File: config.mk
export PLATFORM = sky130hd
export DESIGN_NAME = alu_operand_stage
export DESIGN_NICKNAME = d
export VERILOG_FILES = /design/src/rtl/alu_operand_stage.sv
export SDC_FILE = /design/constraint.sdc
export NUM_CORES = 1
export LEC_CHECK = 0
export CORE_MARGIN = 1.5
export CORE_UTILIZATION = 45
export DETAILED_ROUTE_END_ITERATION = 16
export PLACE_DENSITY = 0.66
export SYNTH_ARGS = -nofsm -noshare
export SYNTH_HDL_FRONTEND = slang
export SYNTH_SLANG_ARGS = --single-unit
File: constraint.sdc
create_clock -name clk -period 2.3 [get_ports clk]
set_input_delay 0.345 -clock clk [delete_from_list [all_inputs] [get_ports clk]]
set_output_delay 0.345 -clock clk [all_outputs]
set_load 0.02 [all_outputs]
File: src/rtl/alu_operand_stage.sv
`default_nettype none
// ============================================================================
//  Module   : alu_operand_stage
//  Purpose  : Issue stage in front of the n-bit ALU. Decodes a 16-bit
//             instruction word, reads two operands from an 8-entry register
//             file, and blocks RAW/WAW hazards with a per-register pending
//             scoreboard. It hands one registered operation to the ALU over a
//             valid/ready handshake. Results come back through the writeback
//             port, which updates the register file and releases the
//             scoreboard entry.
//  Revision : 1.0 - initial release
// ----------------------------------------------------------------------------
//  Ports
//    clk          in   rising-edge clock for all state
//    rst_n        in   asynchronous active-low reset
//    instr_valid  in   instruction word present
//    instr_ready  out  stage accepts the instruction this cycle
//    instr[15:0]  in   [15:13] op, [12:10] rd, [9:7] rs1, [6:4] rs2,
//                      [3] carry-in, [2:0] reserved (ignored)
//    wb_en        in   writeback strobe
//    wb_addr[2:0] in   writeback register index
//    wb_data[n]   in   writeback value
//    iss_valid    out  issued operation valid toward the ALU
//    iss_ready    in   ALU side consumes the issued operation
//    in1_val[n]   out  operand A = R[rs1]
//    in2_val[n]   out  operand B = R[rs2], zero for unary ops
//    mux_in[2:0]  out  ALU op select
//    c_in         out  ALU carry-in
//    iss_rd[2:0]  out  destination index travelling with the operation
//    busy         out  at least one register has a result outstanding
// ============================================================================
module alu_operand_stage #(
  parameter int n = 32
) (
  input  logic         clk,
  input  logic         rst_n,
  input  logic         instr_valid,
  output logic         instr_ready,
  input  logic [15:0]  instr,
  input  logic         wb_en,
  input  logic [2:0]   wb_addr,
  input  logic [n-1:0] wb_data,
  output logic         iss_valid,
  input  logic         iss_ready,
  output logic [n-1:0] in1_val,
  output logic [n-1:0] in2_val,
  output logic [2:0]   mux_in,
  output logic         c_in,
  output logic [2:0]   iss_rd,
  output logic         busy
);

  // Unary opcodes read only rs1; everything else is binary.
  localparam logic [2:0] c_OP_MOV = 3'b000;
  localparam logic [2:0] c_OP_NOT = 3'b001;
  localparam int         c_NREGS  = 8;

  // --------------------------------------------------------------------------
  // State
  // --------------------------------------------------------------------------
  logic [n-1:0]         r_regs [c_NREGS];
  logic [c_NREGS-1:0]   r_pending;
  logic                 r_iss_valid;
  logic [n-1:0]         r_in1;
  logic [n-1:0]         r_in2;
  logic [2:0]           r_mux;
  logic                 r_cin;
  logic [2:0]           r_rd;

  // --------------------------------------------------------------------------
  // Instruction decode
  // --------------------------------------------------------------------------
  logic [2:0] w_op;
  logic [2:0] w_rd;
  logic [2:0] w_rs1;
  logic [2:0] w_rs2;
  logic       w_cin;
  logic       w_unary;
  logic       w_unused_reserved;

  assign w_op    = instr[15:13];
  assign w_rd    = instr[12:10];
  assign w_rs1   = instr[9:7];
  assign w_rs2   = instr[6:4];
  assign w_cin   = instr[3];
  assign w_unary = (w_op == c_OP_MOV) || (w_op == c_OP_NOT);

  // Reserved bits carry no meaning for this stage.
  assign w_unused_reserved = ^instr[2:0];

  // --------------------------------------------------------------------------
  // Scoreboard
  // --------------------------------------------------------------------------
  // A register whose writeback lands this cycle is no longer a hazard: the
  // bypass below supplies the fresh value, and for rd the write is ordered
  // before the new producer takes ownership.
  logic [c_NREGS-1:0] w_clr;
  logic [c_NREGS-1:0] w_set;
  logic [c_NREGS-1:0] w_pend_live;
  logic [c_NREGS-1:0] w_pending_nxt;
  logic               w_hazard;
  logic               w_slot_free;
  logic               w_accept;

  always_comb begin
    w_clr = '0;
    if (wb_en) begin
      w_clr[wb_addr] = 1'b1;
    end
  end

  assign w_pend_live = r_pending & ~w_clr;

  assign w_hazard = w_pend_live[w_rs1]
                  | (~w_unary & w_pend_live[w_rs2])
                  | w_pend_live[w_rd];

  // The output slot can take a new op when empty or being drained this cycle.
  assign w_slot_free = ~r_iss_valid | iss_ready;
  assign instr_ready = ~w_hazard & w_slot_free;
  assign w_accept    = instr_valid & instr_ready;

  always_comb begin
    w_set = '0;
    if (w_accept) begin
      w_set[w_rd] = 1'b1;
    end
  end

  // Set is OR-ed after the clear so a new producer keeps ownership when its
  // destination is written back in the same cycle.
  assign w_pending_nxt = w_pend_live | w_set;

  always_ff @(posedge clk or negedge rst_n) begin
    if (!rst_n) begin
      r_pending <= '0;
    end else begin
      r_pending <= w_pending_nxt;
    end
  end

  assign busy = |r_pending;

  // --------------------------------------------------------------------------
  // Register file
  // --------------------------------------------------------------------------
  // Writes happen regardless of scoreboard state.
  always_ff @(posedge clk or negedge rst_n) begin
    if (!rst_n) begin
      for (int i = 0; i < c_NREGS; i++) begin
        r_regs[i] <= '0;
      end
    end else if (wb_en) begin
      r_regs[wb_addr] <= wb_data;
    end
  end

  // --------------------------------------------------------------------------
  // Operand read with writeback bypass
  // --------------------------------------------------------------------------
  logic [n-1:0] w_rs1_val;
  logic [n-1:0] w_rs2_val;
  logic [n-1:0] w_in2_nxt;

  assign w_rs1_val = (wb_en && (wb_addr == w_rs1)) ? wb_data : r_regs[w_rs1];
  assign w_rs2_val = (wb_en && (wb_addr == w_rs2)) ? wb_data : r_regs[w_rs2];
  assign w_in2_nxt = w_unary ? '0 : w_rs2_val;

  // --------------------------------------------------------------------------
  // Issue register
  // --------------------------------------------------------------------------
  // Payload only loads on accept, so it stays stable under backpressure and
  // keeps its last value after the ALU drains it.
  always_ff @(posedge clk or negedge rst_n) begin
    if (!rst_n) begin
      r_iss_valid <= 1'b0;
      r_in1       <= '0;
      r_in2       <= '0;
      r_mux       <= '0;
      r_cin       <= 1'b0;
      r_rd        <= '0;
    end else if (w_accept) begin
      r_iss_valid <= 1'b1;
      r_in1       <= w_rs1_val;
      r_in2       <= w_in2_nxt;
      r_mux       <= w_op;
      r_cin       <= w_cin;
      r_rd        <= w_rd;
    end else if (iss_ready) begin
      r_iss_valid <= 1'b0;
    end
  end

  assign iss_valid = r_iss_valid;
  assign in1_val   = r_in1;
  assign in2_val   = r_in2;
  assign mux_in    = r_mux;
  assign c_in      = r_cin;
  assign iss_rd    = r_rd;

endmodule
`default_nettype wire

==> results of run 1 <==
## sequential cells by signal, indices dropped and copies added, names as in the netlist
signal	cells
iss_valid	1
r_regs	256
r_pending	8
mux_in	3
iss_rd	3
in1_val	32
in2_val	32
c_in	1
## what timing repair did
action / 4_1_cts / 5_1_grt
hold endpoints to repair: 54 / 0
hold buffers: 1 / 0
gates cloned: 14 / 0
gates resized for setup: 44 / 8
pin swaps: 4 / 2
setup endpoints to repair: 79 / 80
setup buffers: 17 / 1
## worst max-delay path, delay by kind of cell (launching register included)
| family | cells | cell delay [ps] |
|---|---|---|
| DFF | 1 | 380 |
| buffers and inverters | 2 | 180 |
| AOI/OAI and AO/OA | 2 | 430 |
| and+or+nand+nor | 2 | 240 |
| muxes | 1 | 490 |
## how the worst max path moves through the flow
stage                        endpoint  slack [ps]  cells after the start    startpoint
final                     instr_ready        -310                      7  r_pending[6]
after global routing      instr_ready        -370                      7  r_pending[6]
after CTS                 instr_ready        -310                      7  r_pending[6]
after detailed placement  instr_ready       -1070                      9         wb_en
after global placement    instr_ready       -1030                      9    wb_addr[2]
after floorplan            in1_val[0]        -170                     10    wb_addr[2]
## stage by stage
stage	setup slack, ps	TNS, ps	power [mW]	hold WS, ps	utilization, %
after floorplan	-167	-6960	12.9	49.4	-
after global placement	-1030	-79500	15.5	348	51.8
after detailed placement	-1070	-86250	15.7	347	51.8
after CTS	-310	-14840	22.7	391	56.8
after global routing	-366	-21120	23.6	415	56.8
final	-305	-16990	22.6	369	56.8
## final cells by class
class | instances | area share, %
multi-input combinational | 857 | 39.9
sequential | 336 | 38.3
inverter | 7 | 0.120
timing repair buffer | 250 | 13.0
clock buffer | 57 | 5.17
tap | 518 | 2.95
clock inverter | 8 | 0.553
## cells in the final DEF (no fill, tap or decap), drive strengths merged, types with 4 or more instances in the layout
cell type	n
dfrtp	336
nand4b	5
xnor2	6
buf	130
o31ai	5
nor2	67
a21oi	34
inv	8
nand3	5
a211oi	32
nand2b	6
clkdlybuf4s50	113
dlygate4sd2	4
mux4	129
mux2	263
clkbuf	57
nand2	206
mux2i	64
## routing by layer
metal	part of all wire [%]	vias to the layer above	routed length, um	GRT usage [%]
met1	44	6221	21400	35.4
met4	2.1	2	1040	6.50
met2	48	392	23700	40.0
li1	-	5204	-	-
met3	5.9	76	2880	4.01
met5	0.024	-	12	0
## kinds of logic after synthesis
kind of cell           after synthesis  share of synthesized area, %
XOR/XNOR                             6                         0.299
multiplexers                       456                          37.7
AND/OR/NAND/NOR                    309                          7.50
AO/OA/AOI/OAI                       86                          3.34
flip-flops                         336                          47.8
buffers and inverters              142                          3.38
## power groups by stage
| stage | clock [mW] | combinational (mW) | sequential, mW |
|---|---|---|---|
| 2_1_floorplan | 0 | 3.81 | 9.13 |
| 5_1_grt | 6.51 | 8.19 | 8.88 |
| 4_1_cts | 6.26 | 7.75 | 8.65 |
| 3_3_place_gp | 0 | 6.83 | 8.66 |
| 3_5_place_dp | 0 | 6.94 | 8.72 |
| 6_report | 6.18 | 7.73 | 8.66 |
==> reports/metrics.yaml, run 1 <==
logic_synthesis:
  synth_top_area_cell: "dfrtp_1"
  ys_warn_count: 0
  syn_inst: 1335
  synth_commonest_cells: "dfrtp_1, mux2_2, nand2_1"
  syn-num-nets: 1391
  synth.avg_cell_area_um2: 13.2
  async_reset_ff_share_pct: 100
  yosys-top-cells-area: "dfrtp_1, mux4_2, mux2_2"
  ys_seq_area_share_pct: 47.8
  synth-edff-count: 0
  yosysMostFrequentCell: "dfrtp_1"
  ys_ff_latch: 336
  netlist_area_mm2: 0.0176
  synthDistinctLibCells: 43
  synth_top_area_share_pct: 47.8
  ys_dominant_reg_cell: "dfrtp_1"
layout:
  seqCellArea_mm2: 0.00841
  layout.nets: 1546
  layout.cells.non_filler: 2033
  multiInputGateArea_mm2: 0.00875
  fillers: 3067
  drive_above_1_share_pct: 39.6
  n_antenna_cell: 0
  syn_to_final_growth_pct: 24.7
  final_cell_area_mm2: 0.0219
die:
  start_util_pct: 45.5
  die_area_mm2: 0.0403
  die_w_um: 201
  num_rows: 72
  core_mm2: 0.0386
  ios: 130
  die_y_um: 201
clocking:
  numCtsBuffers: 38
  cts.sinks: 336
  path_clk_slew_ps: 60
  clk_latency_ps: 530
  cts_root_buf: "clkbuf_16"
  clk_path_buf_depth: 3
  h-tree-depth: 2
  cts_tree: "yes"
setup_path:
  cp.required_ps: 1960
  startpoint_type: "flop"
  r2r_slack_ps: -300
  crit_chain: "nor2b_1 -> a32o_1 -> mux4_2 -> a41oi_2 -> nand2_2 -> inv_2 -> buf_6"
  slowest_delay_ps: 490
  r2r-start: "r_pending[6]"
  arrival_ps: 2260
  cp_slowest_cell: "mux4_2"
  endpoint_kind: "primary output"
  r2r_cells: 10
  regToRegEndpoint: "in1_val[29]"
  critPathKind: "reg -> out"
  crit_fanout: 2
timing:
  worst_pin_slew_ps: 716
  drv_slew: 0
  fin_skew_ps: 6.30
  rsz0062_at_grt: "yes"
  relSlewSlack_pct: 52.3
  fin_crit_sh_pct: 113
  finalHoldViolations: 0
  max_freq_ghz: 0.384
  worst_slack_ps: -305
  setup-violations-final: 78
  layout_min_cycle_time_ps: 2610
power:
  p_leak_nw: 9.66
  p_sw_share_pct: 29.8
  peakVddDrop_mv: 0.654
  p_clk_share_pct: 27.4
  p_int_mw: 15.8
  power_density_mw_per_mm2: 1030
  p_switching_mw: 6.72
  seq_power_share_pct: 38.4
  p_comb_share_pct: 34.2
route:
  drtPass1Iterations: 6
  dr.first_iter.drc_count: 904
  vias: 11900
  drc_errors: 0
  drt-total-wl_mm: 49.0
  vias_per_cell: 5.85
  antenna_left: 0
  wire_per_inst_um: 24.1
placed_design:
  dp.cells: 1938
  gp_congestion: 0.890
  placed_area_mm2: 0.0200
  dp_hpwl_mm: 27.6
  io_buffers: 126
outcome:
  status: "finished with violations"
  violations: "setup timing"
grt:
  grt_overflow: 0
  grt_max_degree: 64
  grt_pass1_vias: 12400
  antenna_found_initial: 1
  track_usage_pct: 24.9
  grt_pass1_wl_mm: 77.0
job:
  cap_violations: 0
hold_path:
  holdCritPathClass: "in -> async"
(Power assumes the default switching activity.)
==> inputs of run 2 (changes only) <==
Settings changed: GPL_TIMING_DRIVEN set to 0.
==> run 2 against run 1 <==
  * The flow still finishes with violations (setup timing)
  * Cell area decreased by 3.6%
  * Non-clock buffer count is 9 higher
  * Largest power group unchanged
  * Core utilization down 2.1 points
==> reports/metrics.yaml, run 2 (same netlist as run 1, synthesis figures left out) <==
timing:
  drv_slew: 0  # unchanged
  max_freq_ghz: 0.377  # -1.7%
  rsz0062_at_grt: "yes"
  finalHoldViolations: 0  # unchanged
  worst_slack_ps: -350  # -44.4 ps
  layout_min_cycle_time_ps: 2650  # +44.4 ps
  fin_crit_sh_pct: 115  # +1.9 points
  relSlewSlack_pct: 19.2  # -33 points
  fin_skew_ps: 27.2  # +20.8 ps
  setup-violations-final: 77  # -1.3%
  worst_pin_slew_ps: 1210  # +497 ps
die:
  die_w_um: 201  # unchanged
  start_util_pct: 45.5  # unchanged
  num_rows: 72  # unchanged
  die_area_mm2: 0.0403  # unchanged
  core_mm2: 0.0386  # unchanged
  die_y_um: 201  # unchanged
  ios: 130  # unchanged
power:
  power_density_mw_per_mm2: 1040  # +1.2%
  p_leak_nw: 9.21  # -4.6%
  peakVddDrop_mv: 0.800  # +22%
placed_design:
  dp_hpwl_mm: 32.0  # +16%
  dpl_worst_slack_ps: -1610  # -546 ps
  io_buffers: 89  # -29%
  gp_congestion: 0.825  # -7.2%
  dp.cells: 1945  # +0.36%
outcome:
  violations: "setup timing"
  status: "finished with violations"
clocking:
  clk_latency_ps: 540  # about the same
  cts.sinks: 336  # unchanged
  clk_path_buf_depth: 3  # unchanged
  h-tree-depth: 2  # unchanged
  numCtsBuffers: 38  # unchanged
  path_clk_slew_ps: 60  # about the same
  cts_tree: "yes"
  cts_root_buf: "clkbuf_16"
grt:
  antenna_found_initial: 2  # +1
  grt_max_degree: 111  # +73%
  track_usage_pct: 25.6  # +0.66 points
  grt_pass1_vias: 12700  # +2.1%
  grt_overflow: 0  # unchanged
  grt_pass1_wl_mm: 77.7  # +0.90%
setup_path:
  arrival_ps: 2300  # +40 ps
  slowest_delay_ps: 500  # about the same
  startpoint_type: "input pin"
  cp_slowest_cell: "mux4_2"
  crit_fanout: 8  # +6
  crit_chain: "clkdlybuf4s15_2 -> buf_8 -> and4b_1 -> clkbuf_8 -> o32ai_1 -> mux4_2 -> a41oi_2 -> nand2_2 -> inv_2 -> buf_6"
  critPathKind: "in -> out"
  critical_path.top_delay_family: "buffers and inverters"
  cp.required_ps: 1960  # about the same
  endpoint_kind: "primary output"
  critPathBufInv: 5  # +3
layout:
  layout.nets: 1555  # +0.58%
  syn_to_final_growth_pct: 20.1
  layout.cells.non_filler: 2044  # +0.54%
  mostFrequentLayoutCell: "dfrtp_1"
  layout_common_cells: "dfrtp_1, mux2_2, nand2_1"
  drive_above_1_share_pct: 36.3  # -3.3 points
  largest_register_ffs: 256  # unchanged
  top_register: "r_regs"
route:
  vias_per_cell: 5.99  # +2.3%
  vias: 12200  # +2.9%
  drt-total-wl_mm: 51.6  # +5.3%
  dr.first_iter.drc_count: 1127  # +25%
  antenna_left: 0  # unchanged
  drc_errors: 0  # unchanged
  drtPass1Iterations: 5  # -1
  wire_per_inst_um: 25.3  # +4.7%
hold_path:
  holdCritPathClass: "in -> reg"
job:
  cap_violations: 0  # unchanged
-- run 2: cell count changes in the layout (fill, tap and decap cells not counted), moves of 9 or more --
cell and change:
clkbuf_1 +76, buf_4 -58, clkdlybuf4s50_1 -31, buf_12 -19, clkbuf_2 +13, buf_1 +11, buf_2 +10, buf_16 -9
-- run 2: cell type report --
class / count / area, um2
tap: 518 / 648
buffer: 133 / 717
clock inverter: 11 / 113
clock buffer: 54 / 1120
timing repair buffer: 126 / 1390
multi-input combinational: 857 / 8720
fill: 3185 / 17500
antenna: 2 / 5.00
inverter: 7 / 26.3
sequential: 336 / 8410
-- run 2: timing repair --
| action | CTS | global route |
|---|---|---|
| gates cloned | 0 | 5 |
| hold buffers | 1 | 0 |
| buffers inserted | 16 | 12 |
| endpoints found under the hold margin | 64 | 0 |
| gates resized for setup | 44 | 64 |
| pin swaps | 4 | 2 |
| endpoints found under the setup margin | 171 | 78 |
-- run 2: final timing paths --
check / startpoint / slack (ps) / cells after the start / endpoint
max in group asynchronous: rst_n / 590 / 4 / r_regs[200]
min reg2reg: r_regs[65] / 500 / 2 / r_regs[65]
max: wb_addr[1] / -350 / 10 / instr_ready
max reg2reg: r_pending[6] / -320 / 9 / in1_val[8]
min in group asynchronous: rst_n / 340 / 2 / in1_val[28]
min: wb_data[11] / 180 / 3 / r_regs[75]
-- run 2: worst register-to-register path, cell delays in order (launching register included) --
cell and delay, ps:
dfrtp_1 380, nor2b_4 130, a32o_2 230, mux4_2 490, a41oi_2 240, buf_4 170
nand3_4 140, buf_12 230, clkbuf_16 180, mux2_4 290
-- run 2: per-stage QoR --
stage               hold WS [ps]  utilization [%]  total power [mW]  area [um2]  TNS (ps)
floorplan                   49.4                -              12.9       17700     -6960
global placement             476             49.8              15.3       19200  -4828470
detailed placement           335             50.0              15.5       19300   -204350
CTS                          171             53.7              21.7       20700    -17130
global route                 206             54.7              23.0       21100    -20010
finish                       179             54.7              22.0       21100    -18880
-- run 2: layer usage --
| metal | track usage, % | vias up | part of all wire [%] |
|---|---|---|---|
| met4 | 12.4 | 0 | 4.3 |
| li1 | - | 5203 | - |
| met1 | 33.8 | 6364 | 41 |
| met3 | 4.61 | 143 | 6.5 |
| met2 | 40.9 | 527 | 48 |
| met5 | 0 | - | 0 |
-- run 2: power by group --
group	switching, mW	internal, mW
logic	3.05	4.19
registers	1.13	7.54
clock network	2.48	3.61
